$ cat config.mk
export PLATFORM = sky130hd
export DESIGN_NAME = multicycle_controller
export DESIGN_NICKNAME = d
export VERILOG_FILES = /design/src/rtl/mips_ctrl_pkg.sv /design/src/rtl/mem_wdt.sv /design/src/rtl/multicycle_controller.sv
export SDC_FILE = /design/constraint.sdc
export NUM_CORES = 1
export LEC_CHECK = 0
export CAP_MARGIN = 20
export CORE_MARGIN = 10
export CORE_UTILIZATION = 58
export CTS_BUF_LIST = sky130_fd_sc_hd__clkbuf_8
export DETAILED_ROUTE_END_ITERATION = 16
export PLACE_DENSITY = 0.95
export SLEW_MARGIN = 5
export SYNTH_ARGS = -nofsm -noshare
export SYNTH_HDL_FRONTEND = slang
export SYNTH_HIERARCHICAL = 1
export SYNTH_SLANG_ARGS = --single-unit
$ cat constraint.sdc
create_clock -name clk -period 5.2 [get_ports clk]
set_input_delay 1.56 -clock clk [delete_from_list [all_inputs] [get_ports clk]]
set_output_delay 1.56 -clock clk [all_outputs]
set_load 0.02 [all_outputs]
$ cat src/rtl/mips_ctrl_pkg.sv
// Shared definitions for the multicycle MIPS control FSM.
// Latency: n/a (types, constants and a pure decode helper only).
// Backpressure: n/a.
package mips_ctrl_pkg;

    typedef enum logic [3:0] {
        FETCH,
        DECODE,
        MEM_ADDR,
        MEM_RD,
        MEM_WB,
        MEM_WR,
        EXEC_R,
        EXEC_I,
        ALU_WB,
        BRANCH,
        JUMP,
        ERR
    } state_t;

    // instruction[31:26] opcodes
    localparam logic [5:0] OP_RTYPE = 6'b000000;
    localparam logic [5:0] OP_ADDI  = 6'b001000;
    localparam logic [5:0] OP_SLTI  = 6'b001010;
    localparam logic [5:0] OP_LW    = 6'b100011;
    localparam logic [5:0] OP_SW    = 6'b101011;
    localparam logic [5:0] OP_BEQ   = 6'b000100;
    localparam logic [5:0] OP_BNE   = 6'b000101;
    localparam logic [5:0] OP_J     = 6'b000010;
    localparam logic [5:0] OP_JAL   = 6'b000011;

    // alu_op
    localparam logic [1:0] ALU_ADD   = 2'b00;
    localparam logic [1:0] ALU_SUB   = 2'b01;
    localparam logic [1:0] ALU_FUNCT = 2'b10;
    localparam logic [1:0] ALU_SLT   = 2'b11;

    // alu_src_b
    localparam logic [1:0] SRCB_RT     = 2'b00;
    localparam logic [1:0] SRCB_FOUR   = 2'b01;
    localparam logic [1:0] SRCB_IMM    = 2'b10;
    localparam logic [1:0] SRCB_IMM_SH = 2'b11;

    // reg_dst
    localparam logic [1:0] DST_RT  = 2'b00;
    localparam logic [1:0] DST_RD  = 2'b01;
    localparam logic [1:0] DST_R31 = 2'b10;

    // mem_to_reg
    localparam logic [1:0] WB_ALUOUT = 2'b00;
    localparam logic [1:0] WB_MDR    = 2'b01;
    localparam logic [1:0] WB_PC     = 2'b10;

    // pc_src
    localparam logic [1:0] PC_ALU    = 2'b00;
    localparam logic [1:0] PC_ALUOUT = 2'b01;
    localparam logic [1:0] PC_JUMP   = 2'b10;

endpackage

$ cat src/rtl/mem_wdt.sv
// Memory-wait watchdog: counts stalled cycles, flags the cycle whose wait reaches TIMEOUT.
// Latency: expired is combinational from the registered count and count_en.
// Backpressure: none; count_en low (memory ready) never expires, so a late ready wins.
// Ports: clk, rst_n (async active-low), count_en (stalled this cycle),
//        clear (state is changing), expired (this stalled cycle is the TIMEOUT-th).
module mem_wdt #(
    parameter int unsigned TIMEOUT = 16
) (
    input  logic clk,
    input  logic rst_n,
    input  logic count_en,
    input  logic clear,
    output logic expired
);
    localparam logic [7:0] LAST = 8'(TIMEOUT - 1);

    logic [7:0] count;

    always_ff @(posedge clk or negedge rst_n) begin
        if (!rst_n) begin
            count <= 8'd0;
        end else if (clear) begin
            count <= 8'd0;
        end else if (count_en) begin
            count <= count + 8'd1;
        end
    end

    // The count never passes LAST: expiry forces a state change, which clears it.
    assign expired = count_en && (count == LAST);

endmodule

$ cat src/rtl/multicycle_controller.sv
// Multicycle MIPS control unit: sequences fetch/decode/execute/memory/writeback.
// Latency: 3-5 cycles per instruction plus memory wait cycles; outputs decode the state register.
// Backpressure: FETCH, MEM_RD and MEM_WR hold on mem_ready=0; watchdog moves to sticky ERR.
// Ports: clk, rst_n, opcode, zero, mem_ready in; datapath control strobes/selects,
//        instr_done, illegal_op and error out.
module multicycle_controller
    import mips_ctrl_pkg::*;
#(
    parameter int unsigned TIMEOUT = 16,
    parameter bit          WDT_EN  = 1'b1
) (
    input  logic       clk,
    input  logic       rst_n,
    input  logic [5:0] opcode,
    input  logic       zero,
    input  logic       mem_ready,
    output logic       pc_write,
    output logic       iord,
    output logic       ir_write,
    output logic       mem_read,
    output logic       mem_write,
    output logic       reg_write,
    output logic [1:0] reg_dst,
    output logic [1:0] mem_to_reg,
    output logic       alu_src_a,
    output logic [1:0] alu_src_b,
    output logic [1:0] alu_op,
    output logic [1:0] pc_src,
    output logic       instr_done,
    output logic       illegal_op,
    output logic       error
);
    state_t     state, state_nxt;
    logic [5:0] op_q;
    logic       waiting, wdt_expired;
    logic       pc_write_s, ir_write_s, mem_write_s, reg_write_s;

    assign waiting = ((state == FETCH) || (state == MEM_RD) || (state == MEM_WR)) && !mem_ready;

    mem_wdt #(.TIMEOUT(TIMEOUT)) u_wdt (
        .clk      (clk),
        .rst_n    (rst_n),
        .count_en (WDT_EN && waiting),
        .clear    (state_nxt != state),
        .expired  (wdt_expired)
    );

    always_comb begin
        state_nxt = state;
        case (state)
            FETCH:    if (mem_ready) state_nxt = DECODE;
                      else if (wdt_expired) state_nxt = ERR;
            DECODE:   case (opcode)
                          OP_RTYPE:         state_nxt = EXEC_R;
                          OP_ADDI, OP_SLTI: state_nxt = EXEC_I;
                          OP_LW, OP_SW:     state_nxt = MEM_ADDR;
                          OP_BEQ, OP_BNE:   state_nxt = BRANCH;
                          OP_J, OP_JAL:     state_nxt = JUMP;
                          default:          state_nxt = FETCH;
                      endcase
            MEM_ADDR: state_nxt = (op_q == OP_SW) ? MEM_WR : MEM_RD;
            MEM_RD:   if (mem_ready) state_nxt = MEM_WB;
                      else if (wdt_expired) state_nxt = ERR;
            MEM_WR:   if (mem_ready) state_nxt = FETCH;
                      else if (wdt_expired) state_nxt = ERR;
            EXEC_R, EXEC_I: state_nxt = ALU_WB;
            MEM_WB, ALU_WB, BRANCH, JUMP: state_nxt = FETCH;
            ERR:      state_nxt = ERR;
            default:  state_nxt = FETCH;
        endcase
    end

    // Opcode is captured while in DECODE so later states ignore IR changes.
    always_ff @(posedge clk or negedge rst_n) begin
        if (!rst_n) begin
            state <= FETCH;
            op_q  <= OP_RTYPE;
        end else begin
            state <= state_nxt;
            if (state == DECODE) op_q <= opcode;
        end
    end

    always_comb begin
        pc_write_s  = 1'b0;
        iord        = 1'b0;
        ir_write_s  = 1'b0;
        mem_read    = 1'b0;
        mem_write_s = 1'b0;
        reg_write_s = 1'b0;
        reg_dst     = DST_RT;
        mem_to_reg  = WB_ALUOUT;
        alu_src_a   = 1'b0;
        alu_src_b   = SRCB_RT;
        alu_op      = ALU_ADD;
        pc_src      = PC_ALU;
        instr_done  = 1'b0;
        illegal_op  = 1'b0;
        error       = 1'b0;
        case (state)
            FETCH: begin
                mem_read   = 1'b1;
                alu_src_b  = SRCB_FOUR;
                ir_write_s = mem_ready;
                pc_write_s = mem_ready;
            end
            DECODE: begin
                alu_src_b = SRCB_IMM_SH;
                if (!(opcode inside {OP_RTYPE, OP_ADDI, OP_SLTI, OP_LW, OP_SW,
                                     OP_BEQ, OP_BNE, OP_J, OP_JAL})) begin
                    illegal_op = 1'b1;
                    instr_done = 1'b1;
                end
            end
            MEM_ADDR: begin
                alu_src_a = 1'b1;
                alu_src_b = SRCB_IMM;
            end
            MEM_RD: begin
                mem_read = 1'b1;
                iord     = 1'b1;
            end
            MEM_WB: begin
                reg_write_s = 1'b1;
                mem_to_reg  = WB_MDR;
                instr_done  = 1'b1;
            end
            MEM_WR: begin
                mem_write_s = 1'b1;
                iord        = 1'b1;
                instr_done  = mem_ready;
            end
            EXEC_R: begin
                alu_src_a = 1'b1;
                alu_op    = ALU_FUNCT;
            end
            EXEC_I: begin
                alu_src_a = 1'b1;
                alu_src_b = SRCB_IMM;
                alu_op    = (op_q == OP_SLTI) ? ALU_SLT : ALU_ADD;
            end
            ALU_WB: begin
                reg_write_s = 1'b1;
                reg_dst     = (op_q == OP_RTYPE) ? DST_RD : DST_RT;
                instr_done  = 1'b1;
            end
            BRANCH: begin
                alu_src_a  = 1'b1;
                alu_op     = ALU_SUB;
                pc_src     = PC_ALUOUT;
                pc_write_s = (op_q == OP_BNE) ? !zero : zero;
                instr_done = 1'b1;
            end
            JUMP: begin
                pc_src     = PC_JUMP;
                pc_write_s = 1'b1;
                instr_done = 1'b1;
                if (op_q == OP_JAL) begin
                    reg_write_s = 1'b1;
                    reg_dst     = DST_R31;
                    mem_to_reg  = WB_PC;
                end
            end
            ERR:     error = 1'b1;
            default: ;
        endcase
    end

    // Write strobes are masked while reset is held so FETCH+mem_ready cannot commit.
    assign pc_write  = pc_write_s  && rst_n;
    assign ir_write  = ir_write_s  && rst_n;
    assign mem_write = mem_write_s && rst_n;
    assign reg_write = reg_write_s && rst_n;

endmodule

==> results.md <==
* Synthesized area at 1523 µm²
* Mapped Cells at 189
* Synth cell types at 59
* Pwr dens at 508.3 nW/µm²
* TritonCTS clock tree: done
* Synthesized Nets at 200
* Placed Instances at 241
* Fillers at 175
* Max Buffers Root-to-Sink at 2
* Rel. slew slack at 40.34%
* Ys async rst share at 100.0%
* Setup crit end kind: primary output
* Clock skew at 1.230 ps
* Grt ovf at 0
* CTS clk-pin slew, worst paths at 70 ps
* Clock latency on the worst-skew pair at 250 ps
* Outcome: finished, final reports clean
* Placer Congestion at 0.9567
* DR WL/cell at 17.64 µm
* Hold_ws at 493.4 ps
* Post-synth top flop: dfrtp_1
* Non-Filler Instances at 245
* Multi-input logic area at 984.7 µm²
* Die Span X at 71.24 µm
* CP arrival at 3500 ps
* Yosys warning count at 6
* Max-cap violation count at 0
* TritonRoute pass-1 iters at 4
* Final slew viol count at 0
* Worst min-delay path category: flop to flop
* Post-synth EDFFs at 0
* Unrepaired setup endpoints after global routing: no
* Sequential fraction of the synthesis area at 29.58%
* Sum Neg Setup Slack at 0 ps
* Via density at 6.302
* I/O pins at 30
* Mapped Avg Cell Area at 8.057 µm²
* CTS buffer count at 3
* Actual slew at the worst max-slew pin at 895.0 ps
* Die area at 5075 µm²
* Synthesis-stage register bit count at 18
* Crit path max fanout at 4
* Final setup viols at 0
* Worst IR drop on VDD at 418.1 µV
* Starting Density at 60.91%
* Final HPWL DP at 3.168 mm
* Detailed-route via count at 1544
* Dpl ws at 65.04 ps
* Initial antenna violation count at 0
* # port buffers at 29
* FP Rows at 18
* Register area at 450.4 µm²
* Post-route ant nets at 0
* Layout Area Growth over Synthesis at 23.09%
* Depth of the CTS H-tree at 1
* Post-layout min period at 5064 ps
* Initial DRC count at 118
* Pleak at 0.7728 nW
* Share of cells above drive strength 1 at 9.302%
* WS Path Type: input port to primary output
* Number of global-route vias before repair at 1526
* Global-route wire length before repair at 7.176 mm
* Residual DRC count at 0
* WP data required at 3640 ps
* Largest net degree at the start of global routing at 31
* DIE HEIGHT at 71.24 µm
* Placeable Area at 2500 µm²
* Setup crit start kind: input port
* Min setup slack post-route at 136.0 ps
* Final Cell Area at 1874 µm²
* GRT Util Overall at 16.54%
* Nets at 227
* Antenna cells at 0
* Final hold violations at 0
* Fin crit share at 97.38%
* Total routed wirelength at 4.321 mm
* Highest Clock Rate at 197.5 MHz
* Placed cell area at 1814 µm²
* Root buffer cell: clkbuf_8
* CTS sink count at 18
[metrics by stage]
step | power, mW | utilization [%]
after floorplan | 0.6468 | -
after global placement | 0.8110 | 72.57
after detailed placement | 0.8231 | 72.57
after CTS | 0.9451 | 74.77
after global routing | 1.015 | 74.98
final | 0.9527 | 74.98
[synthesized netlist by cell type (all sizes together) (4+ instances only)]
library cell / count / area share [%]
xor2: 4 / 2.3
a21oi: 10 / 3.5
o21ai: 10 / 3.3
and3: 4 / 1.6
nand3: 5 / 1.6
nor2b: 5 / 2.1
nand2: 29 / 7.3
dfrtp: 18 / 30
nor3: 8 / 2.6
nor3b: 4 / 2.0
nor2: 19 / 4.7
xnor2: 4 / 2.3
buf: 13 / 5.3
[layout make-up]
| class | instances | share of cell area [%] |
|---|---|---|
| Multi-Input combinational cell | 155 | 52.54 |
| Inverter | 3 | 0.6008 |
| Clock buffer | 4 | 2.937 |
| Timing Repair Buffer | 35 | 17.89 |
| Tap cell | 30 | 2.003 |
| Sequential cell | 18 | 24.03 |
[flip-flops by register name, summed over array words and instances, names as in the netlist]
signal,cells
op_q,6
state,4
u_wdt/count,8
[metal layers]
| layer | track usage (%) | up-vias | routed length, µm |
|---|---|---|---|
| li1 | - | 737 | - |
| met1 | 18.15 | 730 | 1704 |
| met2 | 29.51 | 65 | 2172 |
| met3 | 4.545 | 12 | 335 |
| met4 | 6.022 | 0 | 108 |
| met5 | 0 | - | 0 |
[critical path, stage by stage]
cell and delay, ps:
clkdlybuf4s50_1 490, inv_1 80, o21ai_1 170, a2111oi_2 100, a211oi_1 360, a21o_1 130, clkdlybuf4s50_1 620
[final timing paths]
kind | from | end | slack, ps | cells past startpoint
max reg2reg | state[2]$_DFF_PN0_ | u_wdt/count[7]$_DFFE_PN0P_ | 1480 | 13
min reg2reg | op_q[4]$_DFFE_PN0P_ | op_q[4]$_DFFE_PN0P_ | 490 | 2
max | opcode[3] | instr_done | 140 | 7
min in group asynchronous | rst_n | op_q[2]$_DFFE_PN0P_ | 1620 | 1
min | op_q[4]$_DFFE_PN0P_ | op_q[4]$_DFFE_PN0P_ | 490 | 2
max in group asynchronous | rst_n | u_wdt/count[0]$_DFFE_PN0P_ | 3050 | 2
[power breakdown]
group | switching [mW] | internal, mW | leakage (nW)
Clock | 0.0474 | 0.0672 | 0.0288
Combinational | 0.326 | 0.254 | 0.507
Sequential | 0.0815 | 0.177 | 0.237
Total | 0.455 | 0.498 | 0.773
[timing repair]
item | in CTS | in global routing
hold buffers | 0 | 0
setup buffers | 0 | 0
endpoints found under the setup margin | 0 | 1
gates resized for setup | 0 | 1
[placed cells by master (no fill, tap or decap), types with 3 or more instances in the layout]
cell type         n
o21ai_1           3
nor2_1           19
or3_1             3
buf_4             6
nor2b_1           5
xor2_1            4
clkbuf_8          4
clkdlybuf4s50_1  29
nor3b_1           4
o21ai_0           7
a21oi_1           9
nand2b_1          3
o22ai_1           3
mux2i_1           3
nand3_1           5
dfrtp_1          18
xnor2_1           4
nor3_1            8
and3_1            4
nand2_1          28
[kinds of logic after synthesis]
| group | after synthesis | synth area share (%) |
|---|---|---|
| compound gates | 43 | 20.05 |
| xor+xnor | 8 | 4.601 |
| fa+ha+maj | 1 | 0.8216 |
| buf+inv | 16 | 6.080 |
| flops | 18 | 29.58 |
| mux | 3 | 1.972 |
| simple gates | 100 | 36.90 |
(Power assumes the default switching activity.)
==> RTL change 1 (same flow settings) <==
Make the reset (`rst_n`) synchronous in 2 clocked blocks. Comments in the files are not updated.
--- a/src/rtl/mem_wdt.sv
+++ b/src/rtl/mem_wdt.sv
@@ -16,7 +16,7 @@
 
     logic [7:0] count;
 
-    always_ff @(posedge clk or negedge rst_n) begin
+    always_ff @(posedge clk) begin
         if (!rst_n) begin
             count <= 8'd0;
         end else if (clear) begin
--- a/src/rtl/multicycle_controller.sv
+++ b/src/rtl/multicycle_controller.sv
@@ -71,7 +71,7 @@
     end
 
     // Opcode is captured while in DECODE so later states ignore IR changes.
-    always_ff @(posedge clk or negedge rst_n) begin
+    always_ff @(posedge clk) begin
         if (!rst_n) begin
             state <= FETCH;
             op_q  <= OP_RTYPE;
Formal check against the unedited RTL: differs if rst_n is asserted again (counterexample within 4 cycles, from zero or initial values and one cycle with rst_n low); with rst_n held inactive, the same outputs for 10 cycles.
==> RTL change 1 against the unedited design <==
Routed wire length fell by 7.0%. Design area fell by 7.3%. Sequential cell count did not move. Core utilization rose by 2.1 points. Synthesized area fell by 7.7%. Setup slack improved by 4.1 ps. Hold slack got worse by 4.2 ps. Clock skew rose by 4.1 ps. Maximum frequency barely moved.
Power is not compared: it rests on default switching activity, and its combinational part moved more than twofold at a synthesized area within 25%.
==> RTL change 1: results (changes against the unedited design) <==
Non-clock buffers=31 (was 35); DP Area=1680 um2 (was 1810 um2); Routability Congestion=0.936 (was 0.957); placed insts=247 (was 241); Fin Clk Skew=5.35 ps (was 1.23 ps); WL final=4020 um (was 4320 um); top_reg_cell synth=dfxtp_1 (was dfrtp_1); WL met1=1720 um (was 1700 um); share of layout cells above drive strength 1=0.0583 (was 0.0930); post-synthesis xor/xnor area fraction=0.0499 (was 0.0460); first-pass GRT wire length=6630 um (was 7180 um); syn_nets=211 (was 200); final core occ=0.770 (was 0.750); hold path endpoint=op_q[2]$_SDFFE_PN0P_ (was op_q[4]$_DFFE_PN0P_); nets@finish=235 (was 227); met1 Usage GRT=0.192 (was 0.182); Sequential cell area=360 um2 (was 450 um2); buffer share of cell area=0.177 (was 0.179); Worst Min Path Start=op_q[2]$_SDFFE_PN0P_ (was op_q[4]$_DFFE_PN0P_); #MultiIn Comb=165 (was 155); # fillers=169 (was 175); gr usage total=0.156 (was 0.165); post-synthesis adder-cell area fraction=0.00890 (was 0.00822); met3 routed WL=327 um (was 335 um); r2r startpoint=state[1]$_SDFF_PN0_ (was state[2]$_DFF_PN0_); FF-to-FF End=u_wdt/count[5]$_SDFFE_PP0P_ (was u_wdt/count[7]$_DFFE_PN0P_); clkbuf count=4 (unchanged); WL met2=1930 um (was 2170 um); GR met2 Demand/Resource=0.258 (was 0.295); pin count of the biggest net entering global routing=22 (was 31); hold slack=489 ps (was 493 ps); Slew @ Worst Pin=726 ps (was 895 ps); status=finished clean (unchanged); Detailed Routing Iterations Pass 1=7 (was 4); clock-cell share of area=0.0317 (was 0.0294); most common library cells after synthesis=nor2_1, nand2_1, a21oi_1, dfxtp_1 (was nand2_1, nor2_1, dfrtp_1); reg-to-reg slack, setup=1670 ps (was 1480 ps); starting DRC count in detailed routing=174 (was 118); register area share after synthesis=0.256 (was 0.296); pre-CTS setup slack=87.9 ps (was 65.0 ps); vias per cell=6.38 (was 6.30); Post-Synthesis Cells=200 (was 189); CP max FO=7 (was 4); met3 GRT Util=0.0542 (was 0.0455); ys async rst share=0 (was 1.00); detailed-route wire length per cell=16.0 um (was 17.6 um); ranking of synthesized cells by area=dfxtp_1, nor2_1, nand2_1 (was dfrtp_1, nand2_1, nor2_1); Inverters=5 (was 3); share of synthesized area spent on multiplexers=0.0142 (was 0.0197); slowest stage delay, CP=590 ps (was 620 ps)
==> RTL change 1: cell count changes after synthesis, moves of 4 or more <==
cell      before  now
nand2b_1       3    7
clkbuf_1       0    4
nor2_1        19   29
nand3_1        5    1
dfrtp_1       18    0
dfxtp_1        0   18
a21oi_1        9   18
==> RTL change 1: worst max path at each step <==
stage                     startpoint          to  slack, ps  cells after the start
final                      opcode[5]  illegal_op        140                      7
after detailed placement   opcode[5]  instr_done         90                      7
after global routing       opcode[5]  illegal_op         70                      7
after global placement     opcode[5]  instr_done        180                      7
after floorplan            opcode[5]  instr_done       1090                      5
after CTS                  opcode[5]  instr_done         90                      7
==> RTL change 1: report_power, final <==
part	total, uW	internal, uW	switching, uW
clock network	113	67.3	46.1
registers	158	144	14.2
logic	111	48.6	62.1
==> RTL change 1: worst reg2reg max path: cells and delay by family, from the launching register on <==
family | cells | cell delay [ps]
simple gates | 6 | 1210
compound gates | 4 | 810
flops | 1 | 750
buf+inv | 2 | 500
mux | 1 | 180
==> RTL change 2 (same settings) <==
Without the edit above. `TIMEOUT` is set to 16 in 2 places; all go to 12.
--- a/src/rtl/mem_wdt.sv
+++ b/src/rtl/mem_wdt.sv
@@ -4,7 +4,7 @@
 // Ports: clk, rst_n (async active-low), count_en (stalled this cycle),
 //        clear (state is changing), expired (this stalled cycle is the TIMEOUT-th).
 module mem_wdt #(
-    parameter int unsigned TIMEOUT = 16
+    parameter int unsigned TIMEOUT = 12
 ) (
     input  logic clk,
     input  logic rst_n,
--- a/src/rtl/multicycle_controller.sv
+++ b/src/rtl/multicycle_controller.sv
@@ -6,7 +6,7 @@
 module multicycle_controller
     import mips_ctrl_pkg::*;
 #(
-    parameter int unsigned TIMEOUT = 16,
+    parameter int unsigned TIMEOUT = 12,
     parameter bit          WDT_EN  = 1'b1
 ) (
     input  logic       clk,
Behaviour: no difference found for any inputs over 10 cycles, from zero or initial values and one cycle with rst_n low; that may be too few to reach the edited logic, so the function may still have changed.
==> RTL change 2 against the unedited design <==
Via count up 2.5%. Setup slack improved by 38 ps. Synthesized cell count increased by 1.6%. Power shrank 0.39%. Core utilization is 1.6 points higher. Routed wire length decreased by 3.3%. Sequential cell count unchanged. Synthesized area is 0.99% higher. Die area increased by 0.70%. Design area increased by 2.1%. Combinational power fell by 3%. Largest cell class unchanged.
==> RTL change 2: results (changes against the unedited design) <==
Fin Clk Skew=1.72 ps (was 1.23 ps); Detailed Routing Iterations Pass 1=5 (was 4); via count=1,583 (was 1,544); comb pwr=565 uW (was 580 uW); synthesized area per cell=8.01 um2 (was 8.06 um2); met3 GRT Util=0.0413 (was 0.0455); Post-CTS Resized=1 (was 0); gr usage total=0.162 (was 0.165); post-synthesis xor/xnor area fraction=0.0456 (was 0.0460); Worst slew margin=0.430 (was 0.403); post-synthesis adder-cell area fraction=0.0163 (was 0.00822); pin count of the biggest net entering global routing=28 (was 31); Routability Congestion=0.959 (was 0.957); met3 routed WL=404 um (was 335 um); WL final=4180 um (was 4320 um); cell-internal power=497 uW (was 498 uW); # fillers=180 (was 175); status=finished clean (unchanged); starting DRC count in detailed routing=168 (was 118); Leakage=0.000783 uW (was 0.000773 uW); Worst EP arrival=3470 ps (was 3500 ps); Critical Path Sink=illegal_op (was instr_done); ranking of synthesized cells by area=dfrtp_1, nand2_1, nor2_1 (unchanged); slowest stage delay, CP=650 ps (was 620 ps); register area share after synthesis=0.293 (was 0.296); VDD IR max=0.444 mV (was 0.418 mV); share of synthesized area spent on multiplexers=0.0269 (was 0.0197); WL met2=1990 um (was 2170 um); first-pass GRT wire length=7070 um (was 7180 um); DP HPWL=3120 um (was 3170 um); FF-to-FF End=u_wdt/count[5]$_DFFE_PN0P_ (was u_wdt/count[7]$_DFFE_PN0P_); reg-to-reg slack, setup=1530 ps (was 1480 ps); WL met1=1740 um (was 1700 um); syn_nets=204 (was 200); nets@finish=232 (was 227)
-- RTL change 2: layout make-up --
cell class                      instances  area, um2  share of cell area
Clock buffer                            4       55.1              0.0288
Inverter                                4       15.0             0.00785
Timing Repair Buffer                   36        345               0.181
Sequential cell                        18        450               0.235
Tap cell                               30       37.5              0.0196
Multi-Input combinational cell        157       1010               0.528
-- RTL change 2: worst min-delay path by stage --
stage / from / end / slack (ps) / cells past startpoint
3_5_place_dp: op_q[4]$_DFFE_PN0P_ / op_q[4]$_DFFE_PN0P_ / 480 / 2
6_report: op_q[4]$_DFFE_PN0P_ / op_q[4]$_DFFE_PN0P_ / 530 / 2
2_1_floorplan: op_q[4]$_DFFE_PN0P_ / op_q[4]$_DFFE_PN0P_ / 460 / 2
5_1_grt: op_q[2]$_DFFE_PN0P_ / op_q[2]$_DFFE_PN0P_ / 580 / 2
4_1_cts: op_q[2]$_DFFE_PN0P_ / op_q[2]$_DFFE_PN0P_ / 530 / 2
3_3_place_gp: op_q[4]$_DFFE_PN0P_ / op_q[4]$_DFFE_PN0P_ / 480 / 2
-- RTL change 2: stage by stage --
| stage | area, um2 | power, uW | setup slack, ps | util |
|---|---|---|---|---|
| floorplan | 1540 | 652 | 949 | - |
| global placement | 1830 | 807 | 111 | 0.733 |
| detailed placement | 1830 | 825 | -27.9 | 0.733 |
| CTS | 1890 | 944 | 96.7 | 0.757 |
| global route | 1910 | 1020 | 111 | 0.765 |
| finish | 1910 | 949 | 174 | 0.765 |
-- RTL change 2: logic make-up after synthesis --
group / Yosys count
muxes: 4
xor gates and xnor gates: 8
adders and majority gates: 2
DFF: 18
and+or+nand+nor: 102
AOI/OAI and AO/OA: 41
buffers and inverters: 17
